File: src/rtl/alu_dispatch_if.sv
// rtl/alu_dispatch_if.sv - ALU dispatch types and issue/ALU/writeback bus interface
package alu_dispatch_pkg;
    localparam int IDX_W = 4;
    localparam int XLEN  = 32;

    typedef struct packed {
        logic       valid;
        logic [3:0] cause;
    } ex_t;

    typedef struct packed {
        logic [IDX_W-1:0] index;
        logic [4:0]       rd;
        logic [3:0]       op;
        logic [XLEN-1:0]  operand_a;
        logic [XLEN-1:0]  operand_b;
        logic [XLEN-1:0]  operand_c;
    } fu_data_t;

    typedef struct packed {
        logic [IDX_W-1:0] index;
        logic [4:0]       rd;
        logic [XLEN-1:0]  result;
        ex_t              ex;
    } fu_result_t;
endpackage

interface alu_dispatch_if #(
    parameter int DEPTH = 2
);
    import alu_dispatch_pkg::*;

    logic                       flush_i;
    logic                       issue_valid_i;
    logic                       issue_ready_o;
    fu_data_t                   issue_data_i;
    logic                       fu_valid_o;
    logic                       fu_ready_i;
    fu_data_t                   fu_data_o;
    logic                       fu_result_valid_i;
    logic                       fu_result_ready_o;
    fu_result_t                 fu_result_i;
    logic                       wb_valid_o;
    logic                       wb_ready_i;
    fu_result_t                 wb_result_o;
    logic                       order_err_o;
    logic [$clog2(DEPTH+1)-1:0] count_o;

    modport master (
        output flush_i, issue_valid_i, issue_data_i, fu_ready_i,
               fu_result_valid_i, fu_result_i, wb_ready_i,
        input  issue_ready_o, fu_valid_o, fu_data_o, fu_result_ready_o,
               wb_valid_o, wb_result_o, order_err_o, count_o
    );

    modport slave (
        input  flush_i, issue_valid_i, issue_data_i, fu_ready_i,
               fu_result_valid_i, fu_result_i, wb_ready_i,
        output issue_ready_o, fu_valid_o, fu_data_o, fu_result_ready_o,
               wb_valid_o, wb_result_o, order_err_o, count_o
    );
endinterface

File: src/rtl/alu_dispatch.sv
// rtl/alu_dispatch.sv - in-order ALU issue queue with result ordering check and writeback slot
module alu_dispatch
    import alu_dispatch_pkg::*;
#(
    parameter int DEPTH           = 2,
    parameter int MAX_OUTSTANDING = 2
) (
    input  logic           clk_i,
    input  logic           rst_ni,
    alu_dispatch_if.slave  bus
);
    localparam int PW = $clog2(DEPTH);
    localparam int CW = $clog2(DEPTH + 1);
    localparam int IW = (MAX_OUTSTANDING > 1) ? $clog2(MAX_OUTSTANDING) : 1;
    localparam int OW = $clog2(MAX_OUTSTANDING + 1);

    fu_data_t         q_mem [DEPTH];
    logic [PW-1:0]    q_wr, q_rd;
    logic [CW-1:0]    q_cnt;
    logic [IDX_W-1:0] idx_mem [MAX_OUTSTANDING];
    logic [IW-1:0]    i_wr, i_rd;
    logic [OW-1:0]    outstanding;
    fu_result_t       wb_q;
    logic             wb_v, err_q;

    logic             q_full, q_empty, push, dispatch, res_fire;
    logic             has_oldest, idx_pop, mismatch;
    logic [IDX_W-1:0] oldest;

    assign q_full   = (q_cnt == CW'(DEPTH));
    assign q_empty  = (q_cnt == '0);
    assign push     = bus.issue_valid_i && !q_full;
    assign dispatch = bus.fu_valid_o && bus.fu_ready_i;
    assign res_fire = bus.fu_result_valid_i && bus.fu_result_ready_o;

    // With nothing outstanding, a combinational ALU answers for the op being dispatched right now.
    assign has_oldest = (outstanding != '0) || dispatch;
    assign oldest     = (outstanding != '0) ? idx_mem[i_rd] : q_mem[q_rd].index;
    assign idx_pop    = res_fire && has_oldest;
    assign mismatch   = res_fire && (!has_oldest || (bus.fu_result_i.index != oldest));

    assign bus.issue_ready_o     = !q_full;
    assign bus.fu_valid_o        = !q_empty && (outstanding < OW'(MAX_OUTSTANDING));
    assign bus.fu_data_o         = q_mem[q_rd];
    assign bus.fu_result_ready_o = !wb_v || bus.wb_ready_i;
    assign bus.wb_valid_o        = wb_v;
    assign bus.wb_result_o       = wb_q;
    assign bus.order_err_o       = err_q;
    assign bus.count_o           = q_cnt;

    always_ff @(posedge clk_i) begin
        if (push)
            q_mem[q_wr] <= bus.issue_data_i;
        if (dispatch)
            idx_mem[i_wr] <= bus.fu_data_o.index;
    end

    always_ff @(posedge clk_i or negedge rst_ni) begin
        if (!rst_ni) begin
            q_wr        <= '0;
            q_rd        <= '0;
            q_cnt       <= '0;
            i_wr        <= '0;
            i_rd        <= '0;
            outstanding <= '0;
            wb_v        <= 1'b0;
            wb_q        <= '0;
            err_q       <= 1'b0;
        end else if (bus.flush_i) begin
            q_wr        <= '0;
            q_rd        <= '0;
            q_cnt       <= '0;
            i_wr        <= '0;
            i_rd        <= '0;
            outstanding <= '0;
            wb_v        <= 1'b0;
        end else begin
            if (push)
                q_wr <= q_wr + 1'b1;
            if (dispatch)
                q_rd <= q_rd + 1'b1;
            q_cnt <= q_cnt + CW'(push) - CW'(dispatch);

            if (dispatch)
                i_wr <= (i_wr == IW'(MAX_OUTSTANDING - 1)) ? '0 : i_wr + 1'b1;
            if (idx_pop)
                i_rd <= (i_rd == IW'(MAX_OUTSTANDING - 1)) ? '0 : i_rd + 1'b1;
            outstanding <= outstanding + OW'(dispatch) - OW'(idx_pop);

            if (res_fire) begin
                wb_q <= bus.fu_result_i;
                wb_v <= 1'b1;
            end else if (bus.wb_ready_i) begin
                wb_v <= 1'b0;
            end

            if (mismatch)
                err_q <= 1'b1;
        end
    end
endmodule

File: src/flat_wrapper.sv
// flat-port wrapper written by rule: the top's interface ports become plain ports
module alu_dispatch_flat import alu_dispatch_pkg::*;
#(
    parameter int DEPTH           = 2,
    parameter int MAX_OUTSTANDING = 2
)
  (clk_i, rst_ni, bus_flush_i, bus_issue_valid_i, bus_issue_data_i, bus_fu_ready_i, bus_fu_result_valid_i, bus_fu_result_i, bus_wb_ready_i, bus_issue_ready_o, bus_fu_valid_o, bus_fu_data_o, bus_fu_result_ready_o, bus_wb_valid_o, bus_wb_result_o, bus_order_err_o, bus_count_o);
  alu_dispatch_if #(.DEPTH(DEPTH)) bus_i ();
  input  logic clk_i;
  input  logic rst_ni;
  input wire logic [$bits(bus_i.flush_i)-1:0] bus_flush_i;
  input wire logic [$bits(bus_i.issue_valid_i)-1:0] bus_issue_valid_i;
  input wire logic [$bits(bus_i.issue_data_i)-1:0] bus_issue_data_i;
  input wire logic [$bits(bus_i.fu_ready_i)-1:0] bus_fu_ready_i;
  input wire logic [$bits(bus_i.fu_result_valid_i)-1:0] bus_fu_result_valid_i;
  input wire logic [$bits(bus_i.fu_result_i)-1:0] bus_fu_result_i;
  input wire logic [$bits(bus_i.wb_ready_i)-1:0] bus_wb_ready_i;
  output wire logic [$bits(bus_i.issue_ready_o)-1:0] bus_issue_ready_o;
  output wire logic [$bits(bus_i.fu_valid_o)-1:0] bus_fu_valid_o;
  output wire logic [$bits(bus_i.fu_data_o)-1:0] bus_fu_data_o;
  output wire logic [$bits(bus_i.fu_result_ready_o)-1:0] bus_fu_result_ready_o;
  output wire logic [$bits(bus_i.wb_valid_o)-1:0] bus_wb_valid_o;
  output wire logic [$bits(bus_i.wb_result_o)-1:0] bus_wb_result_o;
  output wire logic [$bits(bus_i.order_err_o)-1:0] bus_order_err_o;
  output wire logic [$bits(bus_i.count_o)-1:0] bus_count_o;
  assign bus_i.flush_i = bus_flush_i;
  assign bus_i.issue_valid_i = bus_issue_valid_i;
  assign bus_i.issue_data_i = bus_issue_data_i;
  assign bus_i.fu_ready_i = bus_fu_ready_i;
  assign bus_i.fu_result_valid_i = bus_fu_result_valid_i;
  assign bus_i.fu_result_i = bus_fu_result_i;
  assign bus_i.wb_ready_i = bus_wb_ready_i;
  assign bus_issue_ready_o = bus_i.issue_ready_o;
  assign bus_fu_valid_o = bus_i.fu_valid_o;
  assign bus_fu_data_o = bus_i.fu_data_o;
  assign bus_fu_result_ready_o = bus_i.fu_result_ready_o;
  assign bus_wb_valid_o = bus_i.wb_valid_o;
  assign bus_wb_result_o = bus_i.wb_result_o;
  assign bus_order_err_o = bus_i.order_err_o;
  assign bus_count_o = bus_i.count_o;
  alu_dispatch #(.DEPTH(DEPTH), .MAX_OUTSTANDING(MAX_OUTSTANDING)) u_core (.clk_i(clk_i), .rst_ni(rst_ni), .bus(bus_i));
endmodule
File: config.mk
export PLATFORM = sky130hd
export DESIGN_NAME = alu_dispatch_flat
export DESIGN_NICKNAME = d
export VERILOG_FILES = /design/src/rtl/alu_dispatch_if.sv /design/src/rtl/alu_dispatch.sv /design/src/flat_wrapper.sv
export SDC_FILE = /design/constraint.sdc
export NUM_CORES = 1
export LEC_CHECK = 0
export ABC_AREA = 1
export CORE_MARGIN = 8
export CORE_UTILIZATION = 45
export CTS_CLUSTER_DIAMETER = 150
export DETAILED_ROUTE_END_ITERATION = 10
export PLACE_DENSITY = 0.81
export SLEW_MARGIN = 5
export SYNTH_ARGS = -nofsm -noshare
export SYNTH_HDL_FRONTEND = slang
export SYNTH_SLANG_ARGS = --single-unit
export TNS_END_PERCENT = 20
File: constraint.sdc
create_clock -name clk_i -period 6.18 [get_ports clk_i]
set_input_delay 0.927 -clock clk_i [delete_from_list [all_inputs] [get_ports clk_i]]
set_output_delay 0.927 -clock clk_i [all_outputs]
set_load 0.02 [all_outputs]
======== Word-level counts from Yosys, hierarchy flattened ========
Memories as Yosys holds them, arrays and structs flattened.
Index checks and enable logic that the tools add are counted.
operators by class
  add/subtract/negate cells ............... 8
  magnitude comparators ................... 1
  eq/ne operators ......................... 2
  multiplexer cells ....................... 20
  bitwise gates (word level) .............. 1
  reduce and logical (&&, ||, !) cells .... 21
operators by type and width
  cell                                               number
  2-to-1 mux 1 bit                                   17
  nonzero test 2 bit                                 4
  logical AND 1 bit                                  6
  adder 1 bit, second input constant                 4
  adder 2 x 1 -> 2 bit                               2
  logical NOT 1 bit                                  4
  2-to-1 mux 2 bit                                   2
  2-to-1 mux 4 bit                                   1
  != test 4 bit                                      1
  AND reduction 2 bit                                2
  subtractor 2 x 1 -> 2 bit                          2
  logical OR 1 bit                                   3
  nonzero test 3 bit                                 1
  == test 2 bit, second input constant               1
  logical NOT 2 bit                                  1
  less-than comparator 2 bit, second input constant  1
  NOT 1 bit                                          1
storage, ports and cells
  flip-flop bits (word level) ............. 56
  bits in writable memories ............... 226
  bits of input ports ..................... 162
  output and inout bits ................... 162
  word-level logic and storage cells ...... 68
  memories kept ........................... 2
memory list
  memory          depth  width  read ports  clocked after memory_dff  wr ports  line                RTL
  u_core.q_mem    2      109    1           0                         1         alu_dispatch.sv:17  fu_data_t q_mem [DEPTH];
  u_core.idx_mem  2      4      1           0                         1         alu_dispatch.sv:20  logic [IDX_W-1:0] idx_mem [MAX_OUTSTANDING];

======== Logic depth before layout (Yosys ltp) ========
  depth after elaboration ................. 9
  gate-level depth with buffers ........... 10

======== Least setup slack after synthesis ========
No wires, ideal clock.
  kind .................................... input -> register
  start ................................... in bus_issue_valid_i
  end ..................................... mem u_core.q_mem[1][0] in the netlist's numbering (enable)
  arrival time ............................ 5.578 ns
  required time ........................... 5.601 ns
  slack ................................... 0.023 ns
  stages on the path ...................... 2
  buffers on the path ..................... 0
  cell sequence ........................... nand2_1 > nor2_1
between the ends
  cells in the longest elaborated chain, start to end .. 3
ends and longest elaborated chain
  what                                    line                RTL
  from (decl)                             flat_wrapper.sv:12  input wire logic [$bits(bus_i.issue_valid_i)-1:0] bus_issue_valid_i;
  logical AND 1 bit                       alu_dispatch.sv:32  assign push = bus.issue_valid_i && !q_full;
  2-to-1 mux 1 bit                        alu_dispatch.sv:52  if (push)
  2-to-1 mux 1 bit (implied by the code)  alu_dispatch.sv:53  q_mem[q_wr] <= bus.issue_data_i;
  to (decl)                               alu_dispatch.sv:17
Every way passes these cells.

======== Worst setup path in the final report ========
  start ................................... reg u_core.q_rd
  end ..................................... out bus_fu_data_o[106]
between the ends
  cells in the longest elaborated chain, start to end .. 1
ends and longest elaborated chain
  what                    line                RTL
  from (decl)             alu_dispatch.sv:18  logic [PW-1:0] q_wr, q_rd;
  from (signal assigned)  alu_dispatch.sv:81  q_rd <= q_rd + 1'b1;
  memory (2 x 109 bit)    -
  to (decl)               flat_wrapper.sv:20  output wire logic [$bits(bus_i.fu_data_o)-1:0] bus_fu_data_o;
Every way passes these cells.

==> impl_results.rst <==
.. list-table::
   :header-rows: 1

   * - Metric
     - Value
   * - Overflow after GRT
     - 0
   * - CTS Root Cell
     - clkbuf_16
   * - Cell Pwr Density
     - 398.2 mW/mm²
   * - Post-Route Utilization
     - 0.6434
   * - Global-route wire length before repair
     - 42.37 mm
   * - Total cell area at the placement stage
     - 0.01415 mm²
   * - Reg2Reg Capture Point
     - u_core.bus.order_err_o
   * - CP delay by family, top
     - buffers and inverters
   * - Count of clock tree sinks
     - 282
   * - Required time of the worst setup path
     - 5.25 ns
   * - Wire length reported by the detailed router
     - 28.18 mm
   * - Syn. warnings
     - 0
   * - Setup TNS
     - 0 ns
   * - Clock tree from TritonCTS
     - done
   * - Share of the cycle needed by the critical path after routing
     - 0.7231
   * - Slowest cell on the critical path
     - dfrtp_4
   * - Worst hold path stage count
     - 2
   * - Die Area
     - 0.02875 mm²
   * - Critical Path End Type
     - output pin
   * - Post-synthesis net count
     - 1045
   * - Share of flip-flops with an asynchronous set or reset after synthesis
     - 0.1986
   * - Register bit total from synthesis
     - 282
   * - Post-route clock skew
     - 0.006202 ns
   * - Final-report hold violation count
     - 0
   * - Most used cell, CP
     - nand2_1
   * - I/O Buffers
     - 323
   * - Post-CTS resize count
     - 0
   * - Vias per cell
     - 4.836
   * - Total power
     - 0.005979 W
   * - Final number of setup-violating endpoints
     - 0
   * - Die Y
     - 169.6 µm
   * - Final critical-path setup slack
     - 1.712 ns
   * - Number of hold buffers added after CTS
     - 0
   * - Post-synth EDFFs
     - 226
   * - Cell chain of the critical path
     - clkinv_2, buf_4, nand2_1, nand2_1, clkdlybuf4s50_1
   * - WP data arrival
     - 3.54 ns
   * - Worst slack, placed
     - 2.166 ns
   * - Status
     - completed
   * - Number of rows in the core area
     - 56
   * - Start point of the worst min-delay path
     - u_core.bus.wb_result_o[40]
   * - Category of the worst setup path launch point
     - register
   * - Htree depth
     - 1
   * - Post-DP HPWL
     - 19.45 mm
   * - Width of the chip
     - 169.6 µm
   * - Final Instance Area
     - 0.01501 mm²
   * - Flip-flop cell with the highest count after synthesis
     - edfxtp_1
   * - Initial DRC count
     - 624
   * - Average wire per standard cell
     - 18.24 µm
   * - Starting density of the core
     - 0.4548
   * - Layout overhead on the synthesized area
     - 41.46%
   * - Reported max-cap violation count
     - 0
   * - Reg clk slew, reported paths
     - 0.06 ns
   * - Endpoint with the worst hold slack
     - u_core.bus.wb_result_o[40]
   * - Global routing usage summed across all routing layers
     - 0.1884
   * - Max-slew violation count
     - 0
   * - Hold Path Class
     - register to register
   * - Max IR drop VDD
     - 0.0002794 V
   * - Number of antenna violations at the first check in global routing
     - 3
   * - Cts bufs inserted
     - 28
   * - Fraction of final layout cells sized beyond drive strength 1
     - 0.05057
   * - Number of instances in the synthesized netlist
     - 879
   * - Antenna cell count
     - 0
   * - Final worst path period need
     - 4.468 ns
   * - Maximum count of clock buffers along a single path
     - 3
   * - Count of buffers added by post-CTS timing repair for setup
     - 0
   * - Register-to-Register Path Depth
     - 10
   * - Count of antenna-violating nets left after detailed routing
     - 0
   * - Type of the worst setup path
     - register to output pin
   * - Pin count of the biggest net entering global routing
     - 66
   * - Fill cell total of the finished layout
     - 1709
   * - Distinct cell type count after synthesis
     - 22
   * - Worst path buffer plus inverter count
     - 3
   * - Measured slew at the worst slew-check pin
     - 0.9921 ns
   * - Part of the Yosys area used for sequential elements
     - 0.7715
   * - Pre-Repair DR Iteration Count
     - 5
   * - Floorplan Core Area
     - 0.02333 mm²
   * - Launch point of the critical path
     - u_core.q_rd
   * - Setup repair after global routing missed its margin
     - no
   * - Clk Latency, worst-skew pair
     - 0.52 ns
   * - Leakage
     - 6.148 nW
   * - Highest clock frequency the design can meet
     - 0.2238 GHz
   * - Routability congestion estimate
     - 0.8587
   * - Nets
     - 1371
   * - Slew headroom
     - 0.3370
   * - Ports
     - 324
   * - Residual DRC
     - 0
   * - CP peak stage delay
     - 0.76 ns
   * - Worst r2r src
     - u_core.q_rd
   * - Vias after detailed routing
     - 7472
   * - Syn avg cell area
     - 12.07 µm²
   * - Cell Area, Synth
     - 0.01061 mm²
   * - Worst reg2reg setup slack
     - 3.18 ns
   * - Number of global-route vias before repair
     - 7752
   * - Max Fanout on Critical Path
     - 61
[worst min-delay path: stages (launching register included)]
cell,delay (ns)
dfrtp_1,0.34
nand2_1,0.05
nand2_1,0.04
[layer usage]
layer | GRT usage | share of wire
met3 | 0.07630 | 0.11
met1 | 0.2071 | 0.36
met4 | 0.05579 | 0.023
met2 | 0.3305 | 0.50
met5 | 0 | 0.0012
[flip-flops by register name, summed over array words and instances (netlist names)]
register	cells
u_core.q_mem	218
u_core.outstanding	2
u_core.bus.wb_result_o	46
u_core.bus.wb_valid_o	1
u_core.q_wr	1
u_core.bus.order_err_o	1
u_core.i_rd	1
u_core.i_wr	1
u_core.q_rd	1
u_core.idx_mem	8
u_core.bus.count_o	2
[worst max-delay path by stage]
| stage | to | depth (start not counted) |
|---|---|---|
| 3_3_place_gp | bus_fu_data_o[106] | 5 |
| 4_1_cts | bus_fu_data_o[106] | 5 |
| 5_1_grt | bus_fu_data_o[106] | 5 |
| 2_1_floorplan | u_core.q_mem[1][0] | 2 |
| 3_5_place_dp | bus_fu_data_o[106] | 5 |
| 6_report | bus_fu_data_o[106] | 5 |
[kinds of logic (layout without fill, tap and decap cells)]
| family | after synthesis | count (layout) | share of synthesized area |
|---|---|---|---|
| buffers and inverters | 58 | 405 | 0.02393 |
| adder cells (fa/ha/maj) | 4 | 4 | 0.004716 |
| flip-flops | 282 | 282 | 0.7715 |
| AO/OA/AOI/OAI | 14 | 14 | 0.007663 |
| AND/OR/NAND/NOR | 517 | 517 | 0.1889 |
| XOR/XNOR | 4 | 4 | 0.003302 |
[layout make-up]
class                   count  area, µm²  share of cell area
clock buffers              37      755.7             0.05034
clock inverters            14      108.9            0.007251
inverters                  24      91.34            0.006084
multi-input cells         539       2186              0.1456
flip-flops and latches    282       8192              0.5456
well taps                 319      399.1             0.02659
repair buffers            330       3281              0.2185
[cells in the mapped netlist, types with 4 or more instances]
| master | n | area share |
|---|---|---|
| nand2_1 | 485 | 0.17 |
| edfxtp_1 | 226 | 0.64 |
| dfrtp_1 | 56 | 0.13 |
| buf_2 | 20 | 0.0094 |
| inv_1 | 19 | 0.0067 |
| clkbuf_1 | 12 | 0.0042 |
| nor2_1 | 12 | 0.0042 |
| nand3_1 | 9 | 0.0042 |
| a21oi_1 | 5 | 0.0024 |
| inv_2 | 5 | 0.0018 |
| o21ai_1 | 5 | 0.0024 |
| ha_1 | 4 | 0.0047 |
| nand2_2 | 4 | 0.0024 |
| nand3_2 | 4 | 0.0038 |
[where the power goes]
group          leakage (nW)  internal [W]  switching [W]
clock network         0.421      0.000936       0.000667
registers              2.80       0.00236       0.000116
logic                  2.92      0.000772        0.00113
total                  6.15       0.00406        0.00192
[per-stage QoR]
step	cells	hold slack, ns
floorplan	879	0.5157
global placement	1494	0.4500
detailed placement	1494	0.4581
CTS	1545	0.4715
global route	1545	0.4821
finish	1545	0.4683
[layout by cell type (no fill, tap or decap), types with 2 or more instances in the layout]
master           netlist  layout
buf_4                  1       7
nor2_4                 2       4
nand2_1              485     485
nand2_2                4       4
inv_2                  5       4
clkbuf_16              0      29
ha_1                   4       4
a21oi_1                5       5
clkinv_2               0       4
nor2_1                12      10
clkbuf_1              12       8
o21ai_1                5       5
clkdlybuf4s50_1        0     322
xor2_1                 2       2
xnor2_1                2       2
nand3_2                4       4
bufinv_16              0       2
dfrtp_1               56      55
edfxtp_1             226     226
nand3_1                9       9
inv_1                 19      19
clkinv_1               0       9
o21ai_0                3       3
Note: power is estimated with default switching activity, not from simulation.
